`src/rtl/simplez_pkg.sv`:
```
// rtl/simplez_pkg.sv - SIMPLEZ opcodes, FSM/ALU encodings and instruction field helpers
package simplez_pkg;

    // Opcode values carried in the top three bits of RI
    localparam logic [2:0] OP_ST   = 3'd0;
    localparam logic [2:0] OP_LD   = 3'd1;
    localparam logic [2:0] OP_ADD  = 3'd2;
    localparam logic [2:0] OP_BR   = 3'd3;
    localparam logic [2:0] OP_BZ   = 3'd4;
    localparam logic [2:0] OP_CLR  = 3'd5;
    localparam logic [2:0] OP_DEC  = 3'd6;
    localparam logic [2:0] OP_HALT = 3'd7;

    // Control FSM states
    typedef enum logic [2:0] {
        S_INI = 3'd0,
        S_FET = 3'd1,
        S_DEC = 3'd2,
        S_MEM = 3'd3,
        S_HLT = 3'd4
    } state_t;

    // ALU operation select
    typedef enum logic [1:0] {
        ALU_PASS = 2'd0,
        ALU_ADD  = 2'd1,
        ALU_DECR = 2'd2,
        ALU_ZERO = 2'd3
    } alu_op_t;

    // Opcode field: the three most significant bits of a DATAW-wide word.
    // The word is passed zero-extended to 32 bits so one helper serves any width.
    function automatic logic [2:0] co_of(input logic [31:0] ri, input int unsigned dataw);
        logic [31:0] shifted;
        shifted = ri >> (dataw - 3);
        return shifted[2:0];
    endfunction

    // Address field: the ADDRW least significant bits; bits between CD and CO are ignored.
    function automatic logic [31:0] cd_of(input logic [31:0] ri, input int unsigned addrw);
        logic [31:0] mask;
        mask = (32'd1 << addrw) - 32'd1;
        return ri & mask;
    endfunction

endpackage

```
`src/rtl/simplez_alu.sv`:
```
// rtl/simplez_alu.sv - combinational accumulator ALU: pass, add, decrement, zero, zero flag
module simplez_alu
    import simplez_pkg::*;
#(
    parameter int DATAW = 12
) (
    input  alu_op_t          i_op,
    input  logic [DATAW-1:0] i_ac,
    input  logic [DATAW-1:0] i_operand,
    output logic [DATAW-1:0] o_result,
    output logic             o_zero
);

    // Result selection; add and decrement wrap modulo 2^DATAW
    always_comb begin
        o_result = i_operand;
        case (i_op)
            ALU_PASS: o_result = i_operand;
            ALU_ADD:  o_result = i_ac + i_operand;
            ALU_DECR: o_result = i_ac - DATAW'(1);
            ALU_ZERO: o_result = '0;
            default:  o_result = i_operand;
        endcase
    end

    // Zero flag of the current accumulator, used by BZ
    always_comb begin
        o_zero = (i_ac == '0);
    end

endmodule

```
`src/rtl/simplez_core.sv`:
```
// rtl/simplez_core.sv - SIMPLEZ CPU core with handshaked memory port and mapped output register
module simplez_core
    import simplez_pkg::*;
#(
    parameter int               DATAW   = 12,
    parameter int               ADDRW   = 9,
    parameter int               OUTW    = 4,
    parameter logic [ADDRW-1:0] OUTADDR = 'o100
) (
    input  logic             clk,
    input  logic             rstn,
    output logic [ADDRW-1:0] mem_addr,
    output logic             mem_rd,
    output logic             mem_wr,
    output logic [DATAW-1:0] mem_wdata,
    input  logic [DATAW-1:0] mem_rdata,
    input  logic             mem_ready,
    output logic [OUTW-1:0]  out_port,
    output logic             stop,
    output logic             busy
);

    state_t           r_state;
    state_t           w_next_state;
    logic [ADDRW-1:0] r_cp;
    logic [DATAW-1:0] r_ri;
    logic [DATAW-1:0] r_ac;
    logic [OUTW-1:0]  r_out;

    logic [2:0]       w_co;
    logic [ADDRW-1:0] w_cd;
    logic             w_st_out;
    logic             w_mem_done;
    logic             w_ac_we;
    alu_op_t          w_alu_op;
    logic [DATAW-1:0] w_alu_result;
    logic             w_ac_zero;

    assign w_co = co_of(32'(r_ri), DATAW);
    assign w_cd = ADDRW'(cd_of(32'(r_ri), ADDRW));

    // A store to the output address never reaches memory and needs no handshake
    assign w_st_out   = (w_co == OP_ST) && (w_cd == OUTADDR);
    assign w_mem_done = w_st_out || mem_ready;

    simplez_alu #(
        .DATAW(DATAW)
    ) u_alu (
        .i_op     (w_alu_op),
        .i_ac     (r_ac),
        .i_operand(mem_rdata),
        .o_result (w_alu_result),
        .o_zero   (w_ac_zero)
    );

    // State register; reset abandons any in-flight request immediately
    always_ff @(posedge clk or negedge rstn) begin
        if (!rstn) begin
            r_state <= S_INI;
        end else begin
            r_state <= w_next_state;
        end
    end

    // Next-state decode
    always_comb begin
        w_next_state = r_state;
        case (r_state)
            S_INI: w_next_state = S_FET;
            S_FET: begin
                if (mem_ready) begin
                    w_next_state = S_DEC;
                end
            end
            S_DEC: begin
                case (w_co)
                    OP_ST, OP_LD, OP_ADD: w_next_state = S_MEM;
                    OP_HALT:              w_next_state = S_HLT;
                    default:              w_next_state = S_FET;
                endcase
            end
            S_MEM: begin
                if (w_mem_done) begin
                    w_next_state = S_FET;
                end
            end
            S_HLT:   w_next_state = S_HLT;
            default: w_next_state = S_INI;
        endcase
    end

    // Memory port and status outputs decoded from the current state and registers
    always_comb begin
        mem_addr  = r_cp;
        mem_rd    = 1'b0;
        mem_wr    = 1'b0;
        mem_wdata = r_ac;
        busy      = 1'b1;
        stop      = 1'b0;
        case (r_state)
            S_INI: busy = 1'b0;
            S_FET: mem_rd = 1'b1;
            S_DEC: ;
            S_MEM: begin
                mem_addr = w_cd;
                mem_rd   = (w_co == OP_LD) || (w_co == OP_ADD);
                mem_wr   = (w_co == OP_ST) && !w_st_out;
            end
            S_HLT: begin
                busy = 1'b0;
                stop = 1'b1;
            end
            default: busy = 1'b0;
        endcase
    end

    // ALU operation and accumulator write enable for the instruction in RI
    always_comb begin
        w_alu_op = ALU_PASS;
        w_ac_we  = 1'b0;
        if (r_state == S_DEC) begin
            if (w_co == OP_CLR) begin
                w_alu_op = ALU_ZERO;
                w_ac_we  = 1'b1;
            end else if (w_co == OP_DEC) begin
                w_alu_op = ALU_DECR;
                w_ac_we  = 1'b1;
            end
        end else if (r_state == S_MEM && mem_ready) begin
            if (w_co == OP_LD) begin
                w_alu_op = ALU_PASS;
                w_ac_we  = 1'b1;
            end else if (w_co == OP_ADD) begin
                w_alu_op = ALU_ADD;
                w_ac_we  = 1'b1;
            end
        end
    end

    // Program counter and instruction register
    always_ff @(posedge clk or negedge rstn) begin
        if (!rstn) begin
            r_cp <= '0;
            r_ri <= '0;
        end else begin
            if (r_state == S_FET && mem_ready) begin
                r_ri <= mem_rdata;
                r_cp <= r_cp + ADDRW'(1);
            end else if (r_state == S_DEC) begin
                if (w_co == OP_BR || (w_co == OP_BZ && w_ac_zero)) begin
                    r_cp <= w_cd;
                end
            end
        end
    end

    // Accumulator
    always_ff @(posedge clk or negedge rstn) begin
        if (!rstn) begin
            r_ac <= '0;
        end else if (w_ac_we) begin
            r_ac <= w_alu_result;
        end
    end

    // Memory-mapped output register, write-only from the program's point of view
    always_ff @(posedge clk or negedge rstn) begin
        if (!rstn) begin
            r_out <= '0;
        end else if (r_state == S_MEM && w_st_out) begin
            r_out <= r_ac[OUTW-1:0];
        end
    end

    assign out_port = r_out;

endmodule

```
`config.mk`:
```
export PLATFORM = sky130hd
export DESIGN_NAME = simplez_core
export DESIGN_NICKNAME = d
export VERILOG_FILES = /design/src/rtl/simplez_pkg.sv /design/src/rtl/simplez_alu.sv /design/src/rtl/simplez_core.sv
export SDC_FILE = /design/constraint.sdc
export NUM_CORES = 1
export LEC_CHECK = 0
export ABC_AREA = 0
export CORE_MARGIN = 1
export CORE_UTILIZATION = 40
export DETAILED_ROUTE_END_ITERATION = 12
export MAX_ROUTING_LAYER = met4
export PLACE_DENSITY = 0.64
export SYNTH_ARGS = -nofsm -noshare
export SYNTH_HDL_FRONTEND = slang
export SYNTH_SLANG_ARGS = --single-unit
```
`constraint.sdc`:
```
create_clock -name clk -period 3.9 [get_ports clk]
set_input_delay 0.39 -clock clk [delete_from_list [all_inputs] [get_ports clk]]
set_output_delay 0.39 -clock clk [all_outputs]
set_load 0.1 [all_outputs]
```
Word level (Yosys, flattened, before mapping)
Cells that the tools add are included.

Register bits after elaboration: 40. Bits of input ports: 15. Output and inout bits: 29. Word-level logic and storage cells: 70.

$add $sub $neg: 3. Equal/unequal tests: 17. Muxes and demuxes: 25. Reductions and logical operators: 20.

Operator list (count): one-hot mux 12 bit (4 select lines) (1); 2-to-1 mux 9 bit (4); == test 3 bit (second input constant) (5); one-hot mux 3 bit (5 select lines) (1); adder 12 bit (1); == test 3 x 2 -> 1 bit (second input constant) (4); zero test 12 bit (1); 2-to-1 mux 1 bit (12); subtractor 12 x 1 -> 12 bit (second input constant) (1); adder 9 x 1 -> 9 bit (second input constant) (1); == test 9 x 7 -> 1 bit (second input constant) (1); == test 3 x 1 -> 1 bit (second input constant) (2); logical AND 1 bit (6); zero test 3 bit (2); 2-to-1 mux 2 bit (3); 2-to-1 mux 3 bit (2); one-hot mux 3 bit (2 select lines) (1); OR reduction 3 bit (2); == test 2 bit (second input constant) (2); inequality test 2 bit (second input constant) (2); AND reduction 2 bit (2); nonzero test 2 bit (2); logical OR 1 bit (3); == test 2 x 1 -> 1 bit (second input constant) (1); 3 further kinds (3).

Logic depth before layout (Yosys ltp)
Depth after elaboration: 7. Gate-level depth with buffers: 16. Mapped depth without buffers: 14.

By module
A second synthesis with hierarchy kept.

Cells, all modules: 342. Area, all modules: 3051.7 um^2.

Modules (own cells, without submodules): simplez_core (instances 1, cells each 197, area each 2052.0 um^2, sequential area each 1001.0 um^2); simplez_alu (instances 1, cells each 145, area each 999.7 um^2, sequential area each 0.0 um^2).

Least setup slack after synthesis
Ideal clock, no wire load.

Path type: register -> register. Start point: register r_ri[11]. End point: register r_ac[10], in the netlist mem_wdata[10]. Setup time: 0.067 ns. Arrival time: 3.382 ns. Required time: 3.833 ns. Setup slack: 0.450 ns. Stages on the path, launching flop included: 17. Buffers on the path: 2. Clock period less this slack: 3.450 ns. Cell sequence: dfrtp_1 -> clkbuf_1 -> nand2b_1 -> or2_2 -> nor3b_1 -> a31oi_1 -> ha_1 -> clkbuf_1 -> or2_2 -> ha_1 -> fa_1 -> nand2b_1 -> a21oi_1 -> a211oi_1 -> o21ai_0 -> mux2i_1 -> o22a_1.

Cells in the longest elaborated chain, start to end: 7. Elaborated cells on any way between the ends: 21. Those cells by class: 7 x eq/ne; 13 x mux; 1 x reduce/logical.

Ends and longest elaborated chain: start: declaration (RTL line simplez_core.sv:26) `logic [DATAW-1:0] r_ri;`; start signal: assignment (RTL line simplez_core.sv:147) `r_ri <= mem_rdata;`; == test 3 x 2 -> 1 bit (RTL line simplez_core.sv:133) `end else if (w_co == OP_ADD) begin`; 2-to-1 mux 1 bit (RTL line simplez_core.sv:133); 2-to-1 mux 1 bit (RTL line simplez_core.sv:130) `if (w_co == OP_LD) begin`; 2-to-1 mux 1 bit (RTL line simplez_core.sv:129) `end else if (r_state == S_MEM && mem_ready) begin`; 2-to-1 mux 2 bit (RTL line simplez_core.sv:121) `if (r_state == S_DEC) begin`; == test 2 bit, or another cell as far along (RTL line simplez_alu.sv:17) `case (i_op)`; one-hot mux 12 bit (4 select lines) (RTL line simplez_alu.sv:17); end signal: assignment (RTL line simplez_core.sv:162) `r_ac <= w_alu_result;`; end: declaration (RTL line simplez_core.sv:27) `logic [DATAW-1:0] r_ac;`.

Several ways; a longest one is shown, not always the timed one. A chain may end at the register's enable or synchronous reset.

Worst setup path in the final report
Start point: register r_state[0]. End point: register r_ac[10], in the netlist mem_wdata[10].

Cells in the longest elaborated chain, start to end: 6. Elaborated cells on any way between the ends: 12. Those cells by class: 5 x eq/ne; 5 x mux; 2 x reduce/logical.

Ends and longest elaborated chain: start: declaration (RTL line simplez_core.sv:23) `state_t r_state;`; start signal: assignment (RTL line simplez_core.sv:61) `r_state <= w_next_state;`; == test 3 x 2 -> 1 bit (RTL line simplez_core.sv:129); logical AND 1 bit (RTL line simplez_core.sv:129); 2-to-1 mux 1 bit (RTL line simplez_core.sv:129); 2-to-1 mux 2 bit (RTL line simplez_core.sv:121); == test 2 bit, or another cell as far along (RTL line simplez_alu.sv:17); one-hot mux 12 bit (4 select lines) (RTL line simplez_alu.sv:17).

Several ways; a longest one is shown, not always the timed one.

==> results_dict.tcl <==
set metrics [dict create \
    outcome "completed" \
    synth_warnings 0 \
    ys_seq_area_share_pct 34.19 \
    clock_skew_ns 0.01058 \
    crit_family "simple AND/OR/NAND/NOR gates" \
    synth-xor-area-share_pct 4.188 \
    grt_pass1_vias 2471 \
    htree_levels 2 \
    drt-vias-per-instance 5.581 \
    fin_nets 417 \
    max_freq_mhz 283.5 \
    synth-main-ff-cell "dfrtp_1" \
    dr.pass1.iters 4 \
    r2r_cells 14 \
    yosys.area_share.adder_pct 7.521 \
    cpPeakStageDelay_ns 0.46 \
    syn_area_per_cell_um2 8.511 \
    netlist_top_cells_count "nand2_1 (58), dfrtp_1 (40), nor2_1 (32)" \
    grt_max_degree 41 \
    route.vias.total 2690 \
    io_buffers 43 \
    dieArea_um2 7666 \
    synth_top_cells_by_area "dfrtp_1 (34%), nand2_1 (7.4%), ha_1 (6.8%)" \
    root_buffer "clkbuf_8" \
    cts.clk_slew.worst_paths_ns 0.09 \
    gp_congestion 0.9378 \
    synth_edf_count 0 \
    start_util_pct 42.16 \
    critPathSlowestCell "dfrtp_1" \
    critPathCaptureType "register" \
    synthCells 344 \
    antenna_found_initial 0 \
    yosys.area_share.simple_pct 27.35 \
    synth_top_area_share_pct 34.19 \
    drv_cap 0 \
    hold_viol_final 0 \
    utilization_pct 51.03 \
    drt-total-wl_um 7323 \
    synthMuxAreaShare_pct 6.368 \
    io_pins 44 \
    synth-seq-cells 40 \
    worst-path-max-fanout 8 \
    drive_gt1_share_pct 11.40 \
    gr-usage-all-layers_pct 21.35 \
    cp-start-kind "register" \
    synth_most_common_cell "nand2_1" \
    maxSlewViolCount 0 \
    clk_latency_ns 0.30 \
    core_um2 6944 \
    worst_pin_slew_ns 0.9739 \
    cp.depth 14 \
    rsz0062_at_grt "no" \
    die_y_um 87.56 \
    dp_hpwl_um 5562 \
    async_reset_ff_share_pct 100.0 \
    grt_pass1_wl_um 12280 \
    drc 0 \
    netlist.top_cell.by_area "dfrtp_1" \
    post_cts_buffers 0 \
    clk_path_buf_depth 2 \
    globalRouteOverflowTotal 0 \
    worstSetupPathType "register to register" \
    yosysUniqueCellTypes 61 \
    final.min_clock_period_ns 3.527 \
    antenna_left 0 \
    hold_buffers 0 \
    synth_compound_area_share_pct 17.65 \
    cts_tree "done" \
    clock-sinks 40 \
    synth_area_um2 2928 \
    cts_made_buffers 5 \
    fin_tns_setup_ns 0 \
    std_cell_rows 30 \
    arrival_ns 3.77 \
    diodes 0 \
    post_cts_resized 0 \
    syn_nets 376 \
    area_growth_pct 21.03 \
    synth_top_family_by_area "simple AND/OR/NAND/NOR gates" \
    crit_chain "nand2b_1 -> or2_2 -> nor3b_1 -> a31oi_1 -> ha_1 -> or2_2 -> ha_1 -> fa_1 -> nand2b_1 -> a21oi_1 -> a211oi_1 -> o21ai_0 -> mux2i_1 -> o22a_1" \
    crit_buf_inv 0 \
    fp.dieW_um 87.56 \
    hold_path.class "input pin to async pin" \
    slew-limit-headroom_pct 34.87 \
    crit_required_ns 4.14 \
    wl_per_cell_um 15.19 \
    drt_iter0_drc 169 \
    fin_crit_sh_pct 90.45 \
    setup_viol 0 \
]
## path summary, 6_finish.rpt
kind	start	to	slack, ns
hold / removal	rstn	mem_wdata[5]	0.22
hold reg to reg	r_cp[8]	r_cp[8]	0.49
setup reg to reg	r_state[0]	mem_wdata[10]	0.37
max in group asynchronous	rstn	mem_wdata[6]	3.11
setup / recovery	r_state[0]	mem_wdata[10]	0.37
min in group clk	r_cp[8]	r_cp[8]	0.49
## metrics by stage
stage / area, um2 / hold slack [ns] / instances / setup slack (ns)
4_1_cts: 3543 / 0.2562 / 482 / 0.4006
6_report: 3543 / 0.2158 / 482 / 0.3726
5_1_grt: 3543 / 0.2937 / 482 / 0.04768
3_3_place_gp: 3428 / 0.4682 / 474 / 0.2849
3_5_place_dp: 3428 / 0.4734 / 474 / 0.3632
2_1_floorplan: 2928 / 0.09441 / 344 / 0.4505
## cell usage in the layout, fill, tap and decap left out, types with 3 or more instances in the layout
cell	synthesis	layout
o21a_1	3	3
buf_4	0	15
a211oi_1	6	6
o21ai_0	11	11
dfrtp_1	40	40
nand2b_1	16	16
o22ai_1	4	4
a211o_1	3	3
nor2_1	32	32
nand3b_1	3	3
mux2_2	11	11
xnor2_1	11	11
nor4_1	6	6
nor2b_1	4	4
or2_2	3	3
o21ai_1	3	3
nand3_1	5	5
nor3_1	9	9
nand4_1	3	3
nand2_1	58	58
xor2_1	3	3
inv_1	6	6
nor3b_1	5	5
a31oi_1	4	4
clkbuf_8	0	5
ha_1	16	16
clkdlybuf4s50_1	0	32
a21oi_1	16	16
and2_1	3	3
mux2i_1	4	4
## state kept, by name, summed over array words and instances, names as in the netlist
signal,count
out_port,4
r_ri,12
r_state,3
mem_wdata,12
r_cp,9
## worst register-to-register path, stage by stage (launching register included)
cell and delay [ns]:
dfrtp_1 0.46, nand2b_1 0.23, or2_2 0.32, nor3b_1 0.19, a31oi_1 0.09, ha_1 0.27, or2_2 0.29, ha_1 0.21
fa_1 0.38, nand2b_1 0.19, a21oi_1 0.16, a211oi_1 0.11, o21ai_0 0.24, mux2i_1 0.21, o22a_1 0.14
## logic make-up (layout without fill, tap and decap cells)
| family | Yosys count | after routing |
|---|---|---|
| multiplexers | 17 | 17 |
| flip-flops | 40 | 40 |
| XOR/XNOR | 14 | 14 |
| AO/OA/AOI/OAI | 75 | 75 |
| AND/OR/NAND/NOR | 161 | 161 |
| buffers and inverters | 20 | 62 |
| adder cells (fa/ha/maj) | 17 | 17 |
## area by class of cell
| class | count | area, um2 |
|---|---|---|
| fillers | 680 | 3401 |
| clock buffers | 5 | 68.82 |
| flip-flops and latches | 40 | 1001 |
| well taps | 96 | 120.1 |
| multi-input cells | 284 | 1847 |
| clock inverters | 3 | 46.29 |
| inverters | 6 | 22.52 |
| repair buffers | 48 | 437.9 |
## layer usage
metal  vias to the layer above  routed length (um)  global-route usage, %
li1                       1324                   -                      -
met1                      1292                3659                  30.49
met2                        70                3304                  32.53
met3                         4                 302                  3.110
met4                         0                  57                  3.726
met5                         -                   0                      -
Power is left out: the tool's default activity adds up to more than one toggle a clock period on the data nets, which glitch-free logic cannot reach.
